`config.mk`:
```
export PLATFORM = sky130hd
export DESIGN_NAME = sdram_port_arbiter_flat
export DESIGN_NICKNAME = d
export VERILOG_FILES = /design/src/rtl/sdram_port_arbiter_if.sv /design/src/rtl/sdram_port_arbiter.sv /design/src/flat_wrapper.sv
export SDC_FILE = /design/constraint.sdc
export NUM_CORES = 1
export LEC_CHECK = 0
export ABC_AREA = 1
export BUFFER_PORTS_ARGS = -buffer_cell sky130_fd_sc_hd__buf_2
export CAP_MARGIN = 15
export CORE_AREA = 2 2 101 103
export DETAILED_ROUTE_END_ITERATION = 8
export DIE_AREA = 0 0 103 105
export PLACE_DENSITY = 0.49
export REMOVE_ABC_BUFFERS = 1
export SETUP_SLACK_MARGIN = 0.5
export SYNTH_ARGS = -nofsm -noshare
export SYNTH_HDL_FRONTEND = slang
export SYNTH_SLANG_ARGS = --single-unit
```
`constraint.sdc`:
```
create_clock -name sdram_clk -period 1.7 [get_ports sdram_clk]
set_clock_uncertainty 0.05 [all_clocks]
set_input_delay 0.34 -clock sdram_clk [delete_from_list [all_inputs] [get_ports sdram_clk]]
set_output_delay 0.34 -clock sdram_clk [all_outputs]
set_load 0.05 [all_outputs]
```
`src/rtl/sdram_port_arbiter_if.sv`:
```
// Port-side and controller-side bundle of the SDRAM port arbiter.
// slave = arbiter view, master = ports/controller view.
interface sdram_port_arbiter_if #(
  parameter int NUM_PORTS = 2
);
  logic [32*NUM_PORTS-1:0] port_adr_i;
  logic [16*NUM_PORTS-1:0] port_dat_i;
  logic [2*NUM_PORTS-1:0]  port_sel_i;
  logic [NUM_PORTS-1:0]    port_acc_i;
  logic [NUM_PORTS-1:0]    port_we_i;
  logic [NUM_PORTS-1:0]    port_ack_o;
  logic [31:0]             port_adr_o;
  logic [15:0]             port_dat_o;
  logic [NUM_PORTS-1:0]    grant_o;
  logic [31:0]             ctrl_adr_o;
  logic [15:0]             ctrl_dat_o;
  logic [1:0]              ctrl_sel_o;
  logic                    ctrl_acc_o;
  logic                    ctrl_we_o;
  logic                    ctrl_ack_i;
  logic [31:0]             ctrl_adr_i;
  logic [15:0]             ctrl_dat_i;

  modport slave (
    input  port_adr_i, port_dat_i, port_sel_i,
    input  port_acc_i, port_we_i,
    input  ctrl_ack_i, ctrl_adr_i, ctrl_dat_i,
    output port_ack_o, port_adr_o, port_dat_o,
    output grant_o,
    output ctrl_adr_o, ctrl_dat_o, ctrl_sel_o,
    output ctrl_acc_o, ctrl_we_o
  );

  modport master (
    output port_adr_i, port_dat_i, port_sel_i,
    output port_acc_i, port_we_i,
    output ctrl_ack_i, ctrl_adr_i, ctrl_dat_i,
    input  port_ack_o, port_adr_o, port_dat_o,
    input  grant_o,
    input  ctrl_adr_o, ctrl_dat_o, ctrl_sel_o,
    input  ctrl_acc_o, ctrl_we_o
  );
endinterface

```
`src/rtl/sdram_port_arbiter.sv`:
```
// Round-robin arbiter of N SDRAM ports onto one controller.
// Read owners keep the grant briefly across burst gaps.
module sdram_port_arbiter #(
  parameter int NUM_PORTS   = 2,
  parameter int HOLD_CYCLES = 8
) (
  input  logic                  sdram_clk,
  input  logic                  sdram_rst,
  sdram_port_arbiter_if.slave   bus
);
  localparam int IW = (NUM_PORTS > 1) ? $clog2(NUM_PORTS) : 1;
  localparam int CW = (HOLD_CYCLES > 0) ? $clog2(HOLD_CYCLES + 1) : 1;

  typedef enum logic [1:0] {
    IDLE  = 2'd0,
    GRANT = 2'd1,
    HOLD  = 2'd2
  } state_e;

  state_e        state_q, state_d;
  logic [IW-1:0] owner_q, owner_d;
  logic [IW-1:0] last_q, last_d;
  logic          owner_we_q, owner_we_d;
  logic [CW-1:0] cnt_q, cnt_d;
  logic [IW-1:0] pick;
  logic          req_any;
  logic          own_acc;
  logic          active;

  assign own_acc = bus.port_acc_i[owner_q];
  assign active  = (state_q != IDLE);

  // First requester after last, walking round the ring.
  always_comb begin
    pick    = '0;
    req_any = 1'b0;
    for (int k = NUM_PORTS; k >= 1; k--) begin
      if (bus.port_acc_i[(int'(last_q) + k) % NUM_PORTS]) begin
        pick    = IW'((int'(last_q) + k) % NUM_PORTS);
        req_any = 1'b1;
      end
    end
  end

  // Next-state: grant, release, and read hold window.
  always_comb begin
    state_d    = state_q;
    owner_d    = owner_q;
    last_d     = last_q;
    owner_we_d = owner_we_q;
    cnt_d      = cnt_q;
    unique case (state_q)
      IDLE: begin
        if (req_any) begin
          owner_d    = pick;
          owner_we_d = bus.port_we_i[pick];
          state_d    = GRANT;
        end
      end
      GRANT: begin
        if (!own_acc) begin
          if (owner_we_q || HOLD_CYCLES == 0) begin
            state_d = IDLE;
            last_d  = owner_q;
          end else begin
            state_d = HOLD;
            cnt_d   = CW'(HOLD_CYCLES - 1);
          end
        end
      end
      HOLD: begin
        if (own_acc) begin
          state_d = GRANT;
        end else if (cnt_q == '0) begin
          state_d = IDLE;
          last_d  = owner_q;
        end else begin
          cnt_d = cnt_q - 1'b1;
        end
      end
      default: state_d = IDLE;
    endcase
  end

  // State and ownership registers.
  always_ff @(posedge sdram_clk) begin
    if (sdram_rst) begin
      state_q    <= IDLE;
      owner_q    <= '0;
      last_q     <= IW'(NUM_PORTS - 1);
      owner_we_q <= 1'b0;
      cnt_q      <= '0;
    end else begin
      state_q    <= state_d;
      owner_q    <= owner_d;
      last_q     <= last_d;
      owner_we_q <= owner_we_d;
      cnt_q      <= cnt_d;
    end
  end

  // Unregistered owner mux; ports react to ack in the same cycle.
  always_comb begin
    bus.ctrl_adr_o = '0;
    bus.ctrl_dat_o = '0;
    bus.ctrl_sel_o = '0;
    bus.ctrl_we_o  = 1'b0;
    bus.ctrl_acc_o = 1'b0;
    bus.grant_o    = '0;
    bus.port_ack_o = '0;
    if (active) begin
      bus.ctrl_adr_o = bus.port_adr_i[32*int'(owner_q) +: 32];
      bus.ctrl_dat_o = bus.port_dat_i[16*int'(owner_q) +: 16];
      bus.ctrl_sel_o = bus.port_sel_i[2*int'(owner_q) +: 2];
      bus.ctrl_we_o  = bus.port_we_i[owner_q];
      bus.ctrl_acc_o = own_acc;
      bus.grant_o[owner_q]    = 1'b1;
      bus.port_ack_o[owner_q] = bus.ctrl_ack_i;
    end
  end

  assign bus.port_adr_o = bus.ctrl_adr_i;
  assign bus.port_dat_o = bus.ctrl_dat_i;
endmodule

```
`src/flat_wrapper.sv`:
```
// flat-port wrapper written by rule: the top's interface ports become plain ports
module sdram_port_arbiter_flat 
#(
  parameter int NUM_PORTS   = 2,
  parameter int HOLD_CYCLES = 8
)
  (sdram_clk, sdram_rst, bus_port_adr_i, bus_port_dat_i, bus_port_sel_i, bus_port_acc_i, bus_port_we_i, bus_ctrl_ack_i, bus_ctrl_adr_i, bus_ctrl_dat_i, bus_port_ack_o, bus_port_adr_o, bus_port_dat_o, bus_grant_o, bus_ctrl_adr_o, bus_ctrl_dat_o, bus_ctrl_sel_o, bus_ctrl_acc_o, bus_ctrl_we_o);
  sdram_port_arbiter_if #(.NUM_PORTS(NUM_PORTS)) bus_i ();
  input  logic sdram_clk;
  input  logic sdram_rst;
  input wire logic [$bits(bus_i.port_adr_i)-1:0] bus_port_adr_i;
  input wire logic [$bits(bus_i.port_dat_i)-1:0] bus_port_dat_i;
  input wire logic [$bits(bus_i.port_sel_i)-1:0] bus_port_sel_i;
  input wire logic [$bits(bus_i.port_acc_i)-1:0] bus_port_acc_i;
  input wire logic [$bits(bus_i.port_we_i)-1:0] bus_port_we_i;
  input wire logic [$bits(bus_i.ctrl_ack_i)-1:0] bus_ctrl_ack_i;
  input wire logic [$bits(bus_i.ctrl_adr_i)-1:0] bus_ctrl_adr_i;
  input wire logic [$bits(bus_i.ctrl_dat_i)-1:0] bus_ctrl_dat_i;
  output wire logic [$bits(bus_i.port_ack_o)-1:0] bus_port_ack_o;
  output wire logic [$bits(bus_i.port_adr_o)-1:0] bus_port_adr_o;
  output wire logic [$bits(bus_i.port_dat_o)-1:0] bus_port_dat_o;
  output wire logic [$bits(bus_i.grant_o)-1:0] bus_grant_o;
  output wire logic [$bits(bus_i.ctrl_adr_o)-1:0] bus_ctrl_adr_o;
  output wire logic [$bits(bus_i.ctrl_dat_o)-1:0] bus_ctrl_dat_o;
  output wire logic [$bits(bus_i.ctrl_sel_o)-1:0] bus_ctrl_sel_o;
  output wire logic [$bits(bus_i.ctrl_acc_o)-1:0] bus_ctrl_acc_o;
  output wire logic [$bits(bus_i.ctrl_we_o)-1:0] bus_ctrl_we_o;
  assign bus_i.port_adr_i = bus_port_adr_i;
  assign bus_i.port_dat_i = bus_port_dat_i;
  assign bus_i.port_sel_i = bus_port_sel_i;
  assign bus_i.port_acc_i = bus_port_acc_i;
  assign bus_i.port_we_i = bus_port_we_i;
  assign bus_i.ctrl_ack_i = bus_ctrl_ack_i;
  assign bus_i.ctrl_adr_i = bus_ctrl_adr_i;
  assign bus_i.ctrl_dat_i = bus_ctrl_dat_i;
  assign bus_port_ack_o = bus_i.port_ack_o;
  assign bus_port_adr_o = bus_i.port_adr_o;
  assign bus_port_dat_o = bus_i.port_dat_o;
  assign bus_grant_o = bus_i.grant_o;
  assign bus_ctrl_adr_o = bus_i.ctrl_adr_o;
  assign bus_ctrl_dat_o = bus_i.ctrl_dat_o;
  assign bus_ctrl_sel_o = bus_i.ctrl_sel_o;
  assign bus_ctrl_acc_o = bus_i.ctrl_acc_o;
  assign bus_ctrl_we_o = bus_i.ctrl_we_o;
  sdram_port_arbiter #(.NUM_PORTS(NUM_PORTS), .HOLD_CYCLES(HOLD_CYCLES)) u_core (.sdram_clk(sdram_clk), .sdram_rst(sdram_rst), .bus(bus_i));
endmodule
```
==> results of run 1 <==
==> logic make-up (layout without fill, tap and decap cells) <==
logic type      count (synthesis)  after routing  synth area share
compound gates                 59             59             0.312
xor+xnor                        1              1           0.00561
fa+ha+maj                       5              5            0.0401
buf+inv                        79            227             0.330
flops                           9              9             0.115
simple gates                   63             63             0.197
==> flip-flops by register name, indices dropped and copies added, names as in the netlist <==
register	flops
u_core.owner_q	1
u_core.cnt_q	4
u_core.last_q	1
u_core.state_q	2
u_core.owner_we_q	1
==> worst min-delay path by stage <==
| stage | from | slack [ns] | to | cells after the start |
|---|---|---|---|---|
| floorplan | sdram_rst | 0.35 | u_core.cnt_q[2] | 1 |
| global placement | u_core.owner_we_q | 0.39 | u_core.owner_we_q | 2 |
| detailed placement | u_core.owner_we_q | 0.40 | u_core.owner_we_q | 2 |
| CTS | sdram_rst | 0.26 | u_core.owner_q | 2 |
| global route | sdram_rst | 0.27 | u_core.cnt_q[2] | 2 |
| finish | sdram_rst | 0.26 | u_core.owner_q | 2 |
==> per-stage QoR <==
step / instance area, µm² / util
final: 3500 / 0.363
after detailed placement: 2380 / 0.247
after CTS: 3010 / 0.312
after global placement: 2380 / 0.247
after floorplan: 1120 / -
after global routing: 3500 / 0.363
==> synth_stat cells <==
cell type / instances / area share
nand2_4: 3 / 0.022
xnor2_1: 1 / 0.0056
o21ai_0: 4 / 0.013
nand2_2: 2 / 0.0080
dfxtp_1: 9 / 0.12
nand2_1: 28 / 0.067
nor2b_1: 1 / 0.0040
buf_4: 50 / 0.24
nor2_4: 1 / 0.0072
nor2_2: 1 / 0.0040
buf_2: 6 / 0.019
clkbuf_2: 1 / 0.0032
nand3_1: 8 / 0.026
a22o_1: 50 / 0.28
nor2_1: 12 / 0.029
a21oi_1: 3 / 0.0096
nand3_2: 2 / 0.013
a21oi_2: 1 / 0.0056
o21ai_1: 1 / 0.0032
nand4_1: 2 / 0.0080
ha_1: 5 / 0.040
inv_1: 17 / 0.041
inv_2: 2 / 0.0048
buf_6: 3 / 0.022
nor3_1: 3 / 0.0096
==> repair_timing <==
| item | CTS | global route |
|---|---|---|
| setup buffers | 8 | 11 |
| endpoints found under the setup margin | 65 | 65 |
| gates resized for setup | 130 | 39 |
| cloned | 2 | 11 |
| pin swaps | 8 | 27 |
==> area by class of cell <==
type | instances | share of cell area
multi-input cells | 128 | 0.319
well taps | 133 | 0.0476
repair buffers | 204 | 0.544
flip-flops and latches | 9 | 0.0526
inverters | 19 | 0.0233
clock buffers | 4 | 0.0129
==> critical path: stages (launching register included) <==
cell and delay, ns:
dfxtp_2 0.32, inv_2 0.07, ha_4 0.18, nor2_4 0.05, buf_12 0.12, buf_12 0.12, clkbuf_16 0.16, a22o_1 0.19
buf_6 0.15
==> power breakdown <==
| group | internal, mW | total (mW) | switching (mW) |
|---|---|---|---|
| clock | 0.164 | 0.256 | 0.0920 |
| combinational | 3.54 | 7.81 | 4.27 |
| sequential | 0.299 | 0.360 | 0.0613 |
| total | 4.01 | 8.43 | 4.42 |
==> cell usage in the layout (no fill, tap or decap), drive strengths merged <==
| cell | instances |
|---|---|
| nand2 | 33 |
| ha | 5 |
| dfxtp | 9 |
| xnor2 | 1 |
| nor2b | 1 |
| a21oi | 4 |
| nand4 | 2 |
| inv | 19 |
| nor3 | 3 |
| o21ai | 5 |
| nand3 | 10 |
| nor2 | 14 |
| a22o | 50 |
| clkbuf | 12 |
| buf | 196 |
==> routing by layer <==
| layer | part of all wire | vias to the layer above |
|---|---|---|
| li1 | - | 1001 |
| met1 | 0.32 | 1022 |
| met2 | 0.47 | 225 |
| met3 | 0.20 | 18 |
| met4 | 0.016 | 2 |
| met5 | 0.00097 | - |
==> results.py, run 1 <==
metrics = {
    "global_route": {
        "grt_pass1_wl_um": 15300,
        "use_met2": 0.325,
        "top_usage_layer": "met2",
        "globalRouteOverflowTotal": 0,
        "grt_usage": 0.210,
        "grt_util_met3": 0.211,
        "grtUsageMet1": 0.199,
        "grt_max_degree": 42,
        "grt_pass1_vias": 2092,
        "antenna_found_initial": 1,
    },
    "route": {
        "drtPass1Iterations": 4,
        "ant_nets": 0,
        "wire_per_inst_um": 27.0,
        "drt_wl_total_um": 13400,
        "drtIter0Drc": 78,
        "vias": 2268,
        "via_per_inst": 4.56,
        "drc_errors": 0,
    },
    "yosys": {
        "seq_area_frac_synth": 0.115,
        "syn_area_mm2": 0.00156,
        "synth_seq_cells": 9,
        "synth_cell_types": 25,
        "netlist_instances": 216,
        "ys_warn_count": 0,
        "syn_area_per_cell_um2": 7.23,
    },
    "floorplanning": {
        "ios": 259,
        "die_h_um": 105,
        "die_w_um": 103,
        "std_cell_rows": 36,
        "core-area_mm2": 0.00964,
        "initial_core_util": 0.162,
        "dieArea_mm2": 0.0108,
    },
    "sta": {
        "final_max_slew_viol_count": 0,
        "setup_violations": 56,
        "hold_slack_ns": 0.262,
        "setup_ws_ns": -0.293,
        "fin_crit_sh": 1.17,
        "slew_headroom": 0.807,
        "period_needed_ns": 1.99,
        "fin_setup_tns_ns": -14.12,
        "rsz0062_at_grt": "true",
        "max_freq_mhz": 502,
        "worstMarginPinSlew_ns": 0.289,
        "finalHoldViolations": 0,
    },
    "final_layout": {
        "nFillCells": 1016,
        "fin_nets": 525,
        "n_antenna_cell": 0,
        "multi_input_area_mm2": 0.00112,
        "fin_cells": 497,
        "seq_area_um2": 184,
        "drive_gt1_frac": 0.712,
        "syn2layout_area_growth_pct": 124,
    },
    "flow_run": {
        "drv_cap": 0,
    },
    "status": {
        "status": "finished, violations left",
        "violations": "setup timing",
    },
    "critical_path": {
        "cp-startpoint": "u_core.state_q[1]",
        "critPathMaxFanout": 10,
        "rr_endpoint": "u_core.state_q[1]",
        "required_ns": 1.31,
        "arrival_ns": 1.60,
        "critPathLaunchType": "flop",
        "r2r_cells": 11,
        "endpoint_kind": "primary output",
        "path_class": "reg -> out",
        "setup.worst_path.end": "bus_ctrl_sel_o[1]",
        "crit-reg2reg-launch": "u_core.state_q[1]",
        "reg2reg_slack_ns": 0.14,
    },
    "placement": {
        "placed_cells": 461,
        "hpwl_um": 10400,
        "portBuffers": 162,
        "pre_cts_ws_ns": -0.201,
        "gp_congestion": 0.876,
    },
    "clock_network": {
        "root_buffer": "clkbuf_8",
        "cts_hold_buffers": 0,
        "path_clk_slew_ns": 0.05,
        "clock_latency_ns": 0.24,
        "htree_levels": 1,
        "cts_tree": "done",
        "numCtsBuffers": 3,
        "clk_path_buf_depth": 2,
        "clock_sinks": 9,
    },
    "power_and_ir_drop": {
        "vdd_drop_max_mv": 0.812,
        "totalPowerFinal_mw": 8.43,
        "p_leak_nw": 1.74,
        "power.density_mw_per_mm2": 2410,
    },
    "hold_path": {
        "hold_path_class": "in -> reg",
    },
}
(Power assumes the default switching activity.)
==> run 2: changes to the inputs <==
--- a/config.mk
+++ b/config.mk
@@ -14,6 +14,7 @@
 export PLACE_DENSITY = 0.49
 export REMOVE_ABC_BUFFERS = 1
 export SETUP_SLACK_MARGIN = 0.5
+export SKIP_CTS_REPAIR_TIMING = 1
 export SYNTH_ARGS = -nofsm -noshare
 export SYNTH_HDL_FRONTEND = slang
 export SYNTH_SLANG_ARGS = --single-unit
==> run 2 against run 1 <==
The flow still finishes with violations (setup timing); combinational power shrank 11%; final cell count decreased by 3.6%; largest cell class unchanged; via count is 6.5% lower; clock-buffer cell count stayed put; highest routed layer unchanged; global-route usage shrank 0.96 points.
==> results.py, run 2 (synthesized netlist as in run 1, its figures left out) <==
metrics = {
    "critical_path": {
        "crit-reg2reg-launch": "u_core.state_q[1]",
        "critPathLaunchType": "flop",
        "path_class": "reg -> out",
        "arrival_ns": 1.61,
        "required_ns": 1.31,
        "critPathMaxFanout": 10,
        "endpoint_kind": "primary output",
        "cp-startpoint": "u_core.state_q[1]",
    },
    "route": {
        "drtPass1Iterations": 4,
        "drt_wl_total_um": 12600,
        "ant_nets": 0,
        "drtIter0Drc": 90,
        "via_per_inst": 4.43,
        "vias": 2121,
        "drc_errors": 0,
        "wire_per_inst_um": 26.2,
    },
    "global_route": {
        "grt_usage": 0.200,
        "grt_pass1_vias": 1975,
        "grt_pass1_wl_um": 14600,
        "globalRouteOverflowTotal": 0,
        "antenna_found_initial": 1,
        "grt_max_degree": 42,
    },
    "sta": {
        "setup_violations": 55,
        "final_max_slew_viol_count": 0,
        "setup_ws_ns": -0.299,
        "fin_crit_sh": 1.18,
        "worstMarginPinSlew_ns": 0.272,
        "period_needed_ns": 2.00,
        "hold_slack_ns": 0.247,
        "max_freq_mhz": 500,
        "finalHoldViolations": 0,
        "rsz0062_at_grt": "true",
        "slew_headroom": 0.819,
    },
    "final_layout": {
        "n_antenna_cell": 0,
        "largest_register_ffs": 4,
        "fin_nets": 507,
        "mostFrequentLayoutCell": "buf_2",
        "reg_top3": "u_core.cnt_q (4), u_core.state_q (2)",
        "drive_gt1_frac": 0.679,
        "syn2layout_area_growth_pct": 101,
        "final_cell_mix": "buf_2 (106), buf_6 (48), a22o_1 (44), nand2_1 (20), buf_12 (16)",
        "top_register": "u_core.cnt_q",
    },
    "power_and_ir_drop": {
        "power.density_mw_per_mm2": 2410,
        "swShare": 0.550,
        "p_comb_frac": 0.917,
        "internal_power_mw": 3.40,
        "switchingPower_mw": 4.16,
        "seqPwrFrac": 0.047,
        "vdd_drop_max_mv": 0.839,
        "totalPowerFinal_mw": 7.56,
        "clkPwrFrac": 0.035,
        "p_leak_nw": 1.57,
    },
    "placement": {
        "hpwl_um": 10400,
        "gp_congestion": 0.876,
        "portBuffers": 162,
    },
    "clock_network": {
        "numCtsBuffers": 3,
        "clock_sinks": 9,
        "clock_latency_ns": 0.25,
        "root_buffer": "clkbuf_8",
        "cts_tree": "done",
        "path_clk_slew_ns": 0.05,
        "htree_levels": 1,
        "clk_path_buf_depth": 2,
    },
    "floorplanning": {
        "dieArea_mm2": 0.0108,
        "initial_core_util": 0.162,
        "ios": 259,
        "std_cell_rows": 36,
        "core-area_mm2": 0.00964,
        "die_h_um": 105,
        "die_w_um": 103,
    },
    "status": {
        "violations": "setup timing",
        "status": "finished, violations left",
    },
    "hold_path": {
        "hold_start": "sdram_rst",
        "hold_path_class": "in -> reg",
    },
    "flow_run": {
        "drv_cap": 0,
    },
}
-- run 2: changes by cell type in the layout (fill, tap and decap cells not counted), moves of 2 or more --
cell,delta
nand2_4,-2
buf_16,-2
a22o_4,-4
buf_8,+2
buf_6,-3
clkbuf_16,-5
a22o_1,+4
buf_4,-6
buf_12,-4
-- run 2: cell type report --
type | count | area, µm²
multi-input cells | 128 | 1070
flip-flops and latches | 9 | 186
clock buffers | 4 | 45.0
repair buffers | 186 | 1590
well taps | 133 | 166
fillers | 1038 | 6510
inverters | 19 | 73.8
-- run 2: metal layers --
layer,global-route usage,vias to the layer above,share of wire
li1,-,961,-
met1,0.186,907,0.33
met2,0.298,228,0.44
met3,0.217,21,0.20
met4,0.0423,4,0.020
met5,0.0308,-,0.0039
-- run 2: final timing paths --
| check | end | cells past startpoint | slack, ns |
|---|---|---|---|
| max reg2reg | u_core.state_q[1] | 10 | 0.21 |
| max | bus_ctrl_adr_o[17] | 7 | -0.30 |
| min | u_core.owner_q | 2 | 0.25 |
| min reg2reg | u_core.last_q | 2 | 0.43 |
-- run 2: power by group through the flow --
| stage | sequential, mW | clock [mW] | combinational [mW] |
|---|---|---|---|
| 2_1_floorplan | 0.343 | 0 | 3.43 |
| 3_3_place_gp | 0.347 | 0 | 5.13 |
| 3_5_place_dp | 0.350 | 0 | 5.15 |
| 4_1_cts | 0.346 | 0.267 | 5.17 |
| 5_1_grt | 0.369 | 0.276 | 7.21 |
| 6_report | 0.359 | 0.265 | 6.93 |
-- run 2: stage by stage --
stage	instances	setup TNS, ns	worst slack, ns	utilization	instance area (µm²)
finish	479	-13.26	-0.299	0.325	3130
global route	479	-15.73	-0.329	0.325	3130
global placement	461	-5.77	-0.189	0.247	2380
floorplan	156	-74.01	-1.49	-	1120
CTS	465	-22.21	-0.470	0.252	2420
detailed placement	461	-7.37	-0.201	0.247	2380
-- run 2: worst max-delay path: stages (launching register included) --
cell and delay (ns):
dfxtp_2 0.33, inv_2 0.05, ha_4 0.18, nor2_4 0.14
buf_12 0.14, clkbuf_16 0.16, a22o_1 0.18, buf_6 0.17
==> run 3: changes to the inputs <==
--- a/config.mk
+++ b/config.mk
@@ -8,10 +8,10 @@
 export ABC_AREA = 1
 export BUFFER_PORTS_ARGS = -buffer_cell sky130_fd_sc_hd__buf_2
 export CAP_MARGIN = 15
-export CORE_AREA = 2 2 101 103
+export CORE_AREA = 2 2 102 104
 export DETAILED_ROUTE_END_ITERATION = 8
-export DIE_AREA = 0 0 103 105
-export PLACE_DENSITY = 0.49
+export DIE_AREA = 0 0 104 106
+export PLACE_DENSITY = 0.48
 export REMOVE_ABC_BUFFERS = 1
 export SETUP_SLACK_MARGIN = 0.5
 export SKIP_CTS_REPAIR_TIMING = 1
==> constraint.sdc (replaced) <==
create_clock -name sdram_clk -period 2.5 [get_ports sdram_clk]
set_clock_uncertainty 0.05 [all_clocks]
set_input_delay 0.5 -clock sdram_clk [delete_from_list [all_inputs] [get_ports sdram_clk]]
set_output_delay 0.5 -clock sdram_clk [all_outputs]
set_load 0.05 [all_outputs]
==> run 3 against run 2 <==
The flow now finishes without violations; routed wire length down 5.0%; final cell count shrank 0.63%; first-iteration DRC count shrank 8.9%; sequential power decreased by 31%; combinational power shrank 36%; global-route usage decreased by 1.1 points; critical endpoint is now bus_ctrl_adr_o[0]; highest routed layer unchanged.
==> results.py, run 3 (synthesized netlist as in run 1, its figures left out) <==
metrics = {
    "status": {
        "status": "complete, no violations",
    },
    "sta": {
        "hold_slack_ns": 0.417,
        "finalHoldViolations": 0,
        "worstMarginPinSlew_ns": 0.314,
        "setup_ws_ns": 0.304,
        "final_max_slew_viol_count": 0,
        "period_needed_ns": 2.20,
        "rsz0062_at_grt": "true",
        "slew_headroom": 0.790,
        "fin_crit_sh": 0.879,
        "max_freq_mhz": 455,
        "setup_violations": 0,
    },
    "final_layout": {
        "syn2layout_area_growth_pct": 91.7,
        "n_antenna_cell": 0,
        "reg_top3": "u_core.cnt_q (4), u_core.state_q (2)",
        "final_cell_mix": "buf_2 (109), buf_6 (44), a22o_1 (39), nand2_1 (28), buf_12 (16)",
        "fin_nets": 501,
        "drive_gt1_frac": 0.632,
        "largest_register_ffs": 4,
        "mostFrequentLayoutCell": "buf_2",
        "top_register": "u_core.cnt_q",
    },
    "route": {
        "drc_errors": 0,
        "vias": 2079,
        "wire_per_inst_um": 25.1,
        "via_per_inst": 4.37,
        "ant_nets": 0,
        "drtIter0Drc": 82,
        "drt_wl_total_um": 11900,
        "drtPass1Iterations": 6,
    },
    "clock_network": {
        "clock_sinks": 9,
        "cts_tree": "done",
        "path_clk_slew_ns": 0.05,
        "numCtsBuffers": 3,
        "htree_levels": 1,
        "root_buffer": "clkbuf_8",
        "clock_latency_ns": 0.24,
        "clk_path_buf_depth": 2,
    },
    "power_and_ir_drop": {
        "power.density_mw_per_mm2": 1620,
        "vdd_drop_max_mv": 0.481,
        "totalPowerFinal_mw": 4.84,
        "p_leak_nw": 1.53,
    },
    "global_route": {
        "grt_pass1_vias": 1900,
        "grt_max_degree": 42,
        "grt_util_met3": 0.177,
        "globalRouteOverflowTotal": 0,
        "grt_usage": 0.189,
        "use_met2": 0.280,
        "grtUsageMet1": 0.163,
        "top_usage_layer": "met2",
        "grt_pass1_wl_um": 14400,
        "antenna_found_initial": 0,
    },
    "placement": {
        "hpwl_um": 9960,
        "portBuffers": 162,
        "pre_cts_ws_ns": 0.176,
        "gp_congestion": 0.926,
    },
    "floorplanning": {
        "std_cell_rows": 37,
        "dieArea_mm2": 0.0110,
        "initial_core_util": 0.156,
        "core-area_mm2": 0.0100,
        "ios": 259,
        "die_w_um": 104,
        "die_h_um": 106,
    },
    "critical_path": {
        "required_ns": 1.95,
        "cp_top_family": "buffers and inverters",
        "arrival_ns": 1.65,
        "crit_buf_inv": 4,
        "critPathMaxFanout": 10,
        "max_stage_delay_ns": 0.35,
        "endpoint_kind": "primary output",
        "crit_path_top_delay_cell": "dfxtp_2",
        "path_cells": "inv_2, ha_4, nor2_4, buf_12, buf_6, a22o_1, buf_6",
        "path_class": "reg -> out",
        "critPathLaunchType": "flop",
        "cp_common_cell": "buf_6",
    },
    "hold_path": {
        "hold_path_class": "reg -> reg",
    },
    "flow_run": {
        "drv_cap": 0,
    },
}
[run 3: cell count changes in the layout (fill, tap and decap cells not counted), moves of 3 or more]
cell     delta
ha_4        -3
a22o_1      -5
buf_6       -4
nand2_4     -4
nand2_2     -4
nand2_1     +8
ha_1        +3
a22o_4      +5
buf_2       +3
buf_4       -4
[run 3: power by group]
part	total, mW	switching (mW)	internal [mW]	leakage [nW]
logic	4.42	2.57	1.85	1.43
registers	0.247	0.0439	0.203	0.0751
clock network	0.181	0.0692	0.112	0.0228
total	4.84	2.68	2.17	1.53
[run 3: final cells by class]
cell class	count	area, µm²
Clock buffer	4	45.0
Fill cell	1061	7010
Inverter	19	73.8
Multi-Input combinational cell	128	991
Sequential cell	9	184
Tap cell	136	170
Timing Repair Buffer	180	1530
[run 3: worst register-to-register path, delay by kind of cell (launching register included)]
kind / cells / cell delay [ns]
and+or+nand+nor: 5 / 0.40
DFF: 1 / 0.33
adders and majority gates: 1 / 0.33
buffers and inverters: 3 / 0.25
AOI/OAI and AO/OA: 1 / 0.12
[run 3: final timing paths]
kind         depth (start not counted)               from  slack (ns)                 to
max                                  7  u_core.state_q[0]        0.30  bus_ctrl_adr_o[0]
max reg2reg                         10  u_core.state_q[0]        0.91    u_core.cnt_q[1]
min                                  2  u_core.owner_we_q        0.42  u_core.owner_we_q
min reg2reg                          2  u_core.owner_we_q        0.42  u_core.owner_we_q
[run 3: routing by layer]
metal	vias to the layer above	routed length, µm
met5	-	139
met2	206	5310
met3	19	2190
li1	947	-
met4	4	656
met1	903	3650
[run 3: through the flow]
stage	instance area [µm²]	std cells	utilization	TNS (ns)
2_1_floorplan	1120	156	-	-39.26
3_3_place_gp	2310	458	0.231	0
3_5_place_dp	2310	458	0.231	0
4_1_cts	2350	462	0.235	-1.63
5_1_grt	2990	476	0.299	0
6_report	2990	476	0.299	0
